### src/rtl/cpu_ifetch_wb.sv
// cpu_ifetch_wb: instruction prefetch unit upstream of cpu_fetch.
// Wishbone classic read master that fills a small FIFO with sequential
// 32-bit instruction words. The fetch stage sees the FIFO head through a
// valid/read handshake. A flush empties the queue and restarts fetching at a
// new address without aborting a classic cycle that is already in flight.
`timescale 1ns/1ps

module cpu_ifetch_wb #(
    parameter int          DEPTH    = 4,
    parameter logic [31:0] RESET_PC = 32'h00001000
) (
    input  logic        clk_i,
    input  logic        rst_i,
    input  logic        flush_i,
    input  logic [31:0] flush_pc_i,
    input  logic        rd_i,
    output logic        valid_o,
    output logic [31:0] data_o,
    output logic [31:0] pc_o,
    output logic        err_o,
    output logic [31:0] wb_adr_o,
    output logic        wb_cyc_o,
    output logic        wb_stb_o,
    output logic [3:0]  wb_sel_o,
    output logic        wb_we_o,
    input  logic [31:0] wb_dat_i,
    input  logic        wb_ack_i,
    input  logic        wb_err_i
);

    localparam int AW = $clog2(DEPTH);
    localparam int CW = AW + 1;
    localparam logic [CW-1:0] FULL = CW'(DEPTH);

    // IDLE: no cycle open. BUS: fetching for the queue.
    // DRAIN: waiting out a cycle whose data was invalidated by a flush.
    typedef enum logic [1:0] {
        IDLE  = 2'd0,
        BUS   = 2'd1,
        DRAIN = 2'd2
    } state_t;

    state_t        state_q, state_d;
    logic          cyc_q, cyc_d;
    logic [31:0]   adr_q, adr_d;
    logic [31:0]   fetch_pc_q, fetch_pc_d;
    logic          err_q, err_d;
    logic [CW-1:0] count_q, count_d;
    logic [AW-1:0] rd_ptr_q, rd_ptr_d;
    logic [AW-1:0] wr_ptr_q, wr_ptr_d;

    logic [31:0]   dat_mem [DEPTH];
    logic [31:0]   pc_mem  [DEPTH];

    logic          push;
    logic          pop;
    logic          xfer_done;
    logic [31:0]   flush_pc;
    logic [31:0]   pc_inc;
    logic [CW-1:0] count_pp;

    // Next-state, bus-request and FIFO bookkeeping logic.
    always_comb begin
        state_d    = state_q;
        cyc_d      = cyc_q;
        adr_d      = adr_q;
        fetch_pc_d = fetch_pc_q;
        err_d      = err_q;

        // Bits [1:0] of the redirect target are forced to zero.
        flush_pc  = flush_pc_i & ~32'h3;
        pc_inc    = fetch_pc_q + 32'd4;
        xfer_done = wb_ack_i | wb_err_i;

        // A flush voids any same-cycle push or pop; an error never pushes.
        pop      = rd_i & (count_q != '0) & ~flush_i;
        push     = (state_q == BUS) & wb_ack_i & ~wb_err_i & ~flush_i;
        count_pp = count_q + CW'(push) - CW'(pop);

        unique case (state_q)
            IDLE: begin
                if (flush_i) begin
                    fetch_pc_d = flush_pc;
                    err_d      = 1'b0;
                    cyc_d      = 1'b1;
                    adr_d      = flush_pc;
                    state_d    = BUS;
                end else if ((count_q < FULL) && !err_q) begin
                    cyc_d   = 1'b1;
                    adr_d   = fetch_pc_q;
                    state_d = BUS;
                end
            end
            BUS: begin
                if (flush_i) begin
                    fetch_pc_d = flush_pc;
                    err_d      = 1'b0;
                    if (xfer_done) begin
                        // Returned data is stale; start the new stream at once.
                        adr_d = flush_pc;
                    end else begin
                        // Classic cycles cannot be aborted: keep cyc and address.
                        state_d = DRAIN;
                    end
                end else if (wb_err_i) begin
                    err_d   = 1'b1;
                    cyc_d   = 1'b0;
                    state_d = IDLE;
                end else if (wb_ack_i) begin
                    fetch_pc_d = pc_inc;
                    adr_d      = pc_inc;
                    if (count_pp >= FULL) begin
                        cyc_d   = 1'b0;
                        state_d = IDLE;
                    end
                end
            end
            DRAIN: begin
                if (flush_i) begin
                    fetch_pc_d = flush_pc;
                    err_d      = 1'b0;
                end
                if (xfer_done) begin
                    // Data or error of the invalidated cycle is discarded.
                    adr_d   = fetch_pc_d;
                    state_d = BUS;
                end
            end
            default: begin
                cyc_d   = 1'b0;
                state_d = IDLE;
            end
        endcase

        if (flush_i) begin
            count_d  = '0;
            rd_ptr_d = '0;
            wr_ptr_d = '0;
        end else begin
            count_d  = count_pp;
            rd_ptr_d = rd_ptr_q + AW'(pop);
            wr_ptr_d = wr_ptr_q + AW'(push);
        end
    end

    // Control and address registers with synchronous reset.
    always_ff @(posedge clk_i) begin
        if (rst_i) begin
            state_q    <= IDLE;
            cyc_q      <= 1'b0;
            adr_q      <= RESET_PC;
            fetch_pc_q <= RESET_PC;
            err_q      <= 1'b0;
            count_q    <= '0;
            rd_ptr_q   <= '0;
            wr_ptr_q   <= '0;
        end else begin
            state_q    <= state_d;
            cyc_q      <= cyc_d;
            adr_q      <= adr_d;
            fetch_pc_q <= fetch_pc_d;
            err_q      <= err_d;
            count_q    <= count_d;
            rd_ptr_q   <= rd_ptr_d;
            wr_ptr_q   <= wr_ptr_d;
        end
    end

    // FIFO storage; entries only become visible through count, so no reset.
    always_ff @(posedge clk_i) begin
        if (push) begin
            dat_mem[wr_ptr_q] <= wb_dat_i;
            pc_mem[wr_ptr_q]  <= fetch_pc_q;
        end
    end

    assign valid_o  = (count_q != '0);
    assign data_o   = valid_o ? dat_mem[rd_ptr_q] : 32'h0;
    assign pc_o     = valid_o ? pc_mem[rd_ptr_q]  : 32'h0;
    assign err_o    = err_q;
    assign wb_adr_o = adr_q;
    assign wb_cyc_o = cyc_q;
    assign wb_stb_o = cyc_q;
    assign wb_sel_o = 4'hF;
    assign wb_we_o  = 1'b0;

endmodule

### config.mk
export PLATFORM = sky130hd
export DESIGN_NAME = cpu_ifetch_wb
export DESIGN_NICKNAME = d
export VERILOG_FILES = /design/src/rtl/cpu_ifetch_wb.sv
export SDC_FILE = /design/constraint.sdc
export NUM_CORES = 1
export LEC_CHECK = 0
export BUFFER_PORTS_ARGS = -buffer_cell sky130_fd_sc_hd__buf_4
export CORE_UTILIZATION = 58
export DETAILED_ROUTE_END_ITERATION = 10
export PLACE_DENSITY = 0.81
export SLEW_MARGIN = 10
export SYNTH_ARGS = -nofsm -noshare
export SYNTH_HDL_FRONTEND = slang
export SYNTH_SLANG_ARGS = --single-unit
### constraint.sdc
create_clock -name clk_i -period 6.65 [get_ports clk_i]
set_clock_uncertainty 0.1 [all_clocks]
set_input_delay 0.665 -clock clk_i [delete_from_list [all_inputs] [get_ports clk_i]]
set_output_delay 0.665 -clock clk_i [all_outputs]
set_load 0.02 [all_outputs]
Yosys cells after proc, flatten, opt, wreduce, memory -nomap -nowiden
Memories as Yosys holds them, arrays and structs flattened. A register that Yosys moved wholly into a read port is not among the register bits.
Index checks and enable logic that the tools add are counted.
Widths: inputs -> output; s select.
- add/subtract/negate cells: 5
- magnitude comparators: 2
- equal/unequal tests: 15
- muxes and demuxes: 37
- bitwise logic cells: 9
- reductions and logical operators: 13
- operators with widths (cell ; count):
    $mux 32 ; 11
    $pmux 32 s3 ; 1
    $pmux 32 s2 ; 1
    $add 32x3->32 const B ; 1
    $ne 3x3->1 const B ; 7
    $mux 2 ; 10
    $mux 1 ; 11
    $reduce_and 5->1 ; 2
    $pmux 2 s3 ; 1
    $reduce_and 3->1 ; 2
    $reduce_and 6->1 ; 1
    $reduce_bool 3->1 ; 2
    $and 1x1->1 ; 5
    $add 2x1->2 ; 2
    $ne 2x2->1 const B ; 2
    $ne 4x3->1 const B ; 1
    $ne 4x4->1 const B ; 1
    $reduce_or 2->1 ; 2
    $add 3x1->3 ; 1
    $ge 3x3->1 const B ; 1
    $lt 3x3->1 const B ; 1
    $ne 3x2->1 const B ; 1
    $not 1->1 ; 3
    $pmux 1 s3 ; 1
    10 further kinds ; 10
- bits in registers: 75
- memory bits (writable): 256
- input bits: 70
- output and inout bits: 105
- word-level logic and storage cells: 91
- memories kept: 2
- memories (memory ; words ; width ; read ports ; clocked after Yosys merged registers in ; wr ports ; line ; text):
    dat_mem ; 4 ; 32 ; 1 ; 1 ; 1 ; 52 ; logic [31:0] dat_mem [DEPTH];
    pc_mem ; 4 ; 32 ; 1 ; 1 ; 1 ; 53 ; logic [31:0] pc_mem [DEPTH];

Longest topological paths before layout
- word-level depth: 12
- depth in mapped cells: 15
- gate-level depth less buffers: 13

Worst setup path after synthesis
Ideal clock, no wire load.
- path kind: input -> register
- start: in flush_i
- end: mem dat_mem[0][0], enable pin
- library setup time: 0.565 ns
- arrival: 5.528 ns
- data required time: 5.985 ns
- slack: 0.457 ns
- stages: 4
- path buffers: 1
- cell sequence: buf_2 inv_2 nand3_1 nor3_1
- word-level cells in the longest chain between the ends: 4
- ends and longest elaborated chain (item ; line ; text):
    start, declared ; 14 ; input logic flush_i,
    $not 1->1 ; 77 ; push = (state_q == BUS) & wb_ack_i & ~wb_err_i & ~flush_i;
    $and 1x1->1 ; 77 ;
    $mux 1 ; 171 ; if (push) begin
    $mux 1 (not written as such) ; 172 ; dat_mem[wr_ptr_q] <= wb_dat_i;
    end, declared ; 52 ;
Every way passes these cells.

Final worst setup path
- start: reg state_q[1]
- end: reg state_q[0]
- word-level cells in the longest chain between the ends: 9
- elaborated cells between the ends (all ways): 16
- classes of those cells: add/sub (2); order compare (1); eq/ne (7); mux (1); bitwise (3); reduce/logical (2)
- ends and longest elaborated chain (item ; line ; text):
    start, declared ; 43 ; state_t state_q, state_d;
    start signal, assigned ; 158 ; state_q <= state_d;
    $eq 2x1->1 ; 77, 80 ;
    $and 1x1->1 (3 in series) ; 77 ;
    $add 3x1->3 ; 78 ; count_pp = count_q + CW'(push) - CW'(pop);
    $sub 3x1->3 ; 78 ;
    $ge 3x3->1 ; 112 ; if (count_pp >= FULL) begin
    $ne 4x3->1 (no line) ; n/a ;
    $reduce_and 5->1 (no line) ; n/a ;
Several ways; a longest one is shown, not always the timed one.
A chain may end at the register's enable or synchronous reset.

==> impl_results.md <==
* Status: completed
* CP Capture Type: flop
* # IOs at 175
* Fraction of layout cells with a size suffix above 1 at 0.2817
* DRC viols at 0
* Antenna cells at 0
* Worst-margin pin slew at 1.220 ns
* Post-DP Area at between 0.015 and 0.02 sq mm
* CP Class: reg2reg
* Hold Path End: dat_mem[3][11]
* Worst Reg-to-Reg Cells at 13
* Worst hold path class: in2reg
* Arr. time, crit path at 4.57 ns
* Min Hold Slack at 0.2488 ns
* Peak supply drop at 0.1679 mV
* GRT met3 Usage at 0.04767
* R2r setup slk at 2.37 ns
* HP Start: wb_dat_i[11]
* Clock H-tree levels at 2
* Number of fill cells in the layout at 1593
* First drt pass iteration count at 6
* Compound-gate portion of the synthesized area at 0.07638
* DIE AREA at around 0.025 sq mm
* Most Crowded Layer GR: met2
* Internal power at 3.535 mW
* Via Count at 9420
* Vias in the first global route at 9185
* Die Y at 159.2 um
* Post-Synth Simple-Gate Area at 0.1276
* Most common cell after layout, fill and taps aside: edfxtp_1
* Layout overhead on the synthesized area at 18.44%
* R2r endpoint: state_q[0]
* Vias/cell at 6.314
* TritonCTS Buffers at 34
* Initial antenna violation count at 0
* Largest family of logic cells by synthesized area: simple AND/OR/NAND/NOR gates
* Post-layout min period at 4.278 ns
* Post-Syn Instances at 996
* Cts hold-fix bufs at 0
* Period utilisation layout at 0.6433
* Max-slew violations at 0
* Clock sink count at 331
* Non-Filler Instances at ~1500
* Slew headroom at 0.1869
* Global-route wire length before repair at 52610 um
* IO buf count at 167
* Grt total ovfl at 0
* Critical R2R Launch: state_q[1]
* Register share of total power at 0.512
* Register area at between 0.009 and 0.01 sq mm
* Sequential area share after synthesis at 0.6411
* Mapped Area at 0.01433 sq mm
* Die X-Extent at 159.2 um
* #FFs+latches synth at 331
* Number of flops mapped to enable cells by yosys at 256
* Routability cong. at approximately 0.92
* Pwr dens at 268.1 mW/mm^2
* GR Util met1 at 0.3747
* Sw Ratio at 0.2236
* Post-placement cell count at between 1000 and 1500
* Most frequent cells in the layout: 256 x edfxtp_1, 176 x buf_4, 73 x dfxtp_1, 72 x and2_1, 64 x mux4_2
* Crit path launch type: flop
* P_sw at roughly 1.0 mW
* Fin. Hold Viols at 0
* Initial core utilization at 0.5911
* Combinational power share at 0.063
* Starting DRT DRC Count at ~1100
* Synth Area in XOR/XNOR at 0.01589
* Largest fanout on the critical path at 21
* Area of the multi-input gates at between 0.004 and 0.005 sq mm
* Total core area at 0.02425 sq mm
* Root Driver: clkbuf_16
* Sum Neg Setup Slack at 0 ns
* Total Routing Usage GR at 0.2722
* Mean post-synth cell area at 14.39 sq um
* RSZ-0062 raised after global routing: false
* Hold Path Cell Cnt at 1
* Ys flop type: edfxtp_1
* Achievable Freq at 233.8 MHz
* Cell variety after synth at 75
* Post-DP HPWL at 20510 um
* CTS tree: yes
* Layout Nets at 1216
* LEAKAGE at slightly above 6 nW
* CTS max path bufs at 3
* Setup Buffers After CTS at 0
* Post-synth ARST share at 0
* FP Rows at 57
* Worst EP required at 6.94 ns
* Max Cap Viol at 0
* Pwr Total at 4.552 mW
* Clk network pwr share at 0.425
* Post-route cell area at 0.01698 sq mm
* CTS clk-pin slew, worst paths at 0.06 ns
* GR Layer Usage met2 at 0.4476
* Routed len/inst at 22.87 um
* Clock Latency Late Sink at around 0.52 ns
* Synth Area in Adders at 0.004714
* Final setup fails at 0
* Largest net degree at the start of global routing at 68
* Post-CTS Resized at 0
* Detail Route Antenna Nets at 0
* Final WL at 34130 um
* Mux cell area share after synthesis at 0.1076
* Ys Warns at 0
-- kinds of logic after synthesis --
group,count (synthesis)
adders and majority gates,5
xor gates and xnor gates,26
other,2
muxes,74
and+or+nand+nor,314
AOI/OAI and AO/OA,160
DFF,331
buffers and inverters,84
-- per-stage QoR --
| stage | setup WS (ns) | util |
|---|---|---|
| after CTS | 2.503 | 0.7002 |
| after detailed placement | 2.289 | 0.6524 |
| after global placement | 2.385 | 0.6524 |
| after floorplan | 0.4573 | - |
| final | 2.372 | 0.7002 |
| after global routing | 2.049 | 0.7002 |
-- worst max-delay path by stage --
stage,endpoint,startpoint,slack (ns)
floorplan,dat_mem[0][0],flush_i,0.46
global placement,state_q[0],flush_i,2.38
detailed placement,state_q[0],flush_i,2.29
CTS,state_q[0],state_q[1],2.50
global route,state_q[0],state_q[1],2.05
finish,state_q[0],state_q[1],2.37
-- cell type report --
cell class / count / share of cell area
tap: 324 / 0.02388
timing repair buffer: 178 / 0.08018
clock buffer: 45 / 0.05675
multi-input combinational: 584 / 0.2833
sequential: 331 / 0.5415
clock inverter: 17 / 0.01150
inverter: 13 / 0.002874
-- worst max-delay path, stage by stage, from the launching register on --
cell       delay [ns]
dfxtp_1          0.79
nand2_1          0.23
nand3_1          0.54
inv_1            0.42
nor3_1           0.43
a21o_1           0.14
ha_1             0.14
inv_1            0.05
fa_1             0.37
xnor2_1          0.14
xnor2_1          0.15
a31oi_1          0.23
a21oi_1          0.09
a2111oi_0        0.33
-- Yosys cell counts (all sizes together) (13+ instances only) --
library cell,count,area share
a21oi,34,0.012
a22oi,13,0.0068
and2,72,0.031
and3,15,0.0065
buf,31,0.012
clkbuf,40,0.010
dfxtp,75,0.10
edfxtp,256,0.54
inv,13,0.0034
mux4,64,0.10
nand2,48,0.013
nand3,25,0.0094
nand4,29,0.015
nor2,57,0.015
nor3,19,0.0073
nor4,14,0.012
o21ai,31,0.011
xor2,14,0.0086
-- per-layer routing --
| layer | share of wire | vias up |
|---|---|---|
| li1 | - | 4175 |
| met5 | 0 | - |
| met2 | 0.49 | 528 |
| met1 | 0.40 | 4643 |
| met4 | 0.024 | 0 |
| met3 | 0.086 | 74 |
-- state kept, by name, summed over array words and instances, names as in the netlist --
name	count
dat_mem	128
pc_mem	128
fetch_pc_q	32
wb_adr_o	32
count_q	3
rd_ptr_q	2
state_q	2
wr_ptr_q	2
err_o	1
wb_cyc_o	1
-- power groups by stage --
| stage | sequential (mW) | clock [mW] | combinational, mW |
|---|---|---|---|
| global route | 2.33 | 2.03 | 0.308 |
| detailed placement | 2.37 | 0 | 0.283 |
| CTS | 2.33 | 1.95 | 0.285 |
| finish | 2.33 | 1.94 | 0.288 |
| floorplan | 2.36 | 0 | 0.158 |
| global placement | 2.37 | 0 | 0.277 |
No activity file was read; power rests on OpenSTA's default activity.
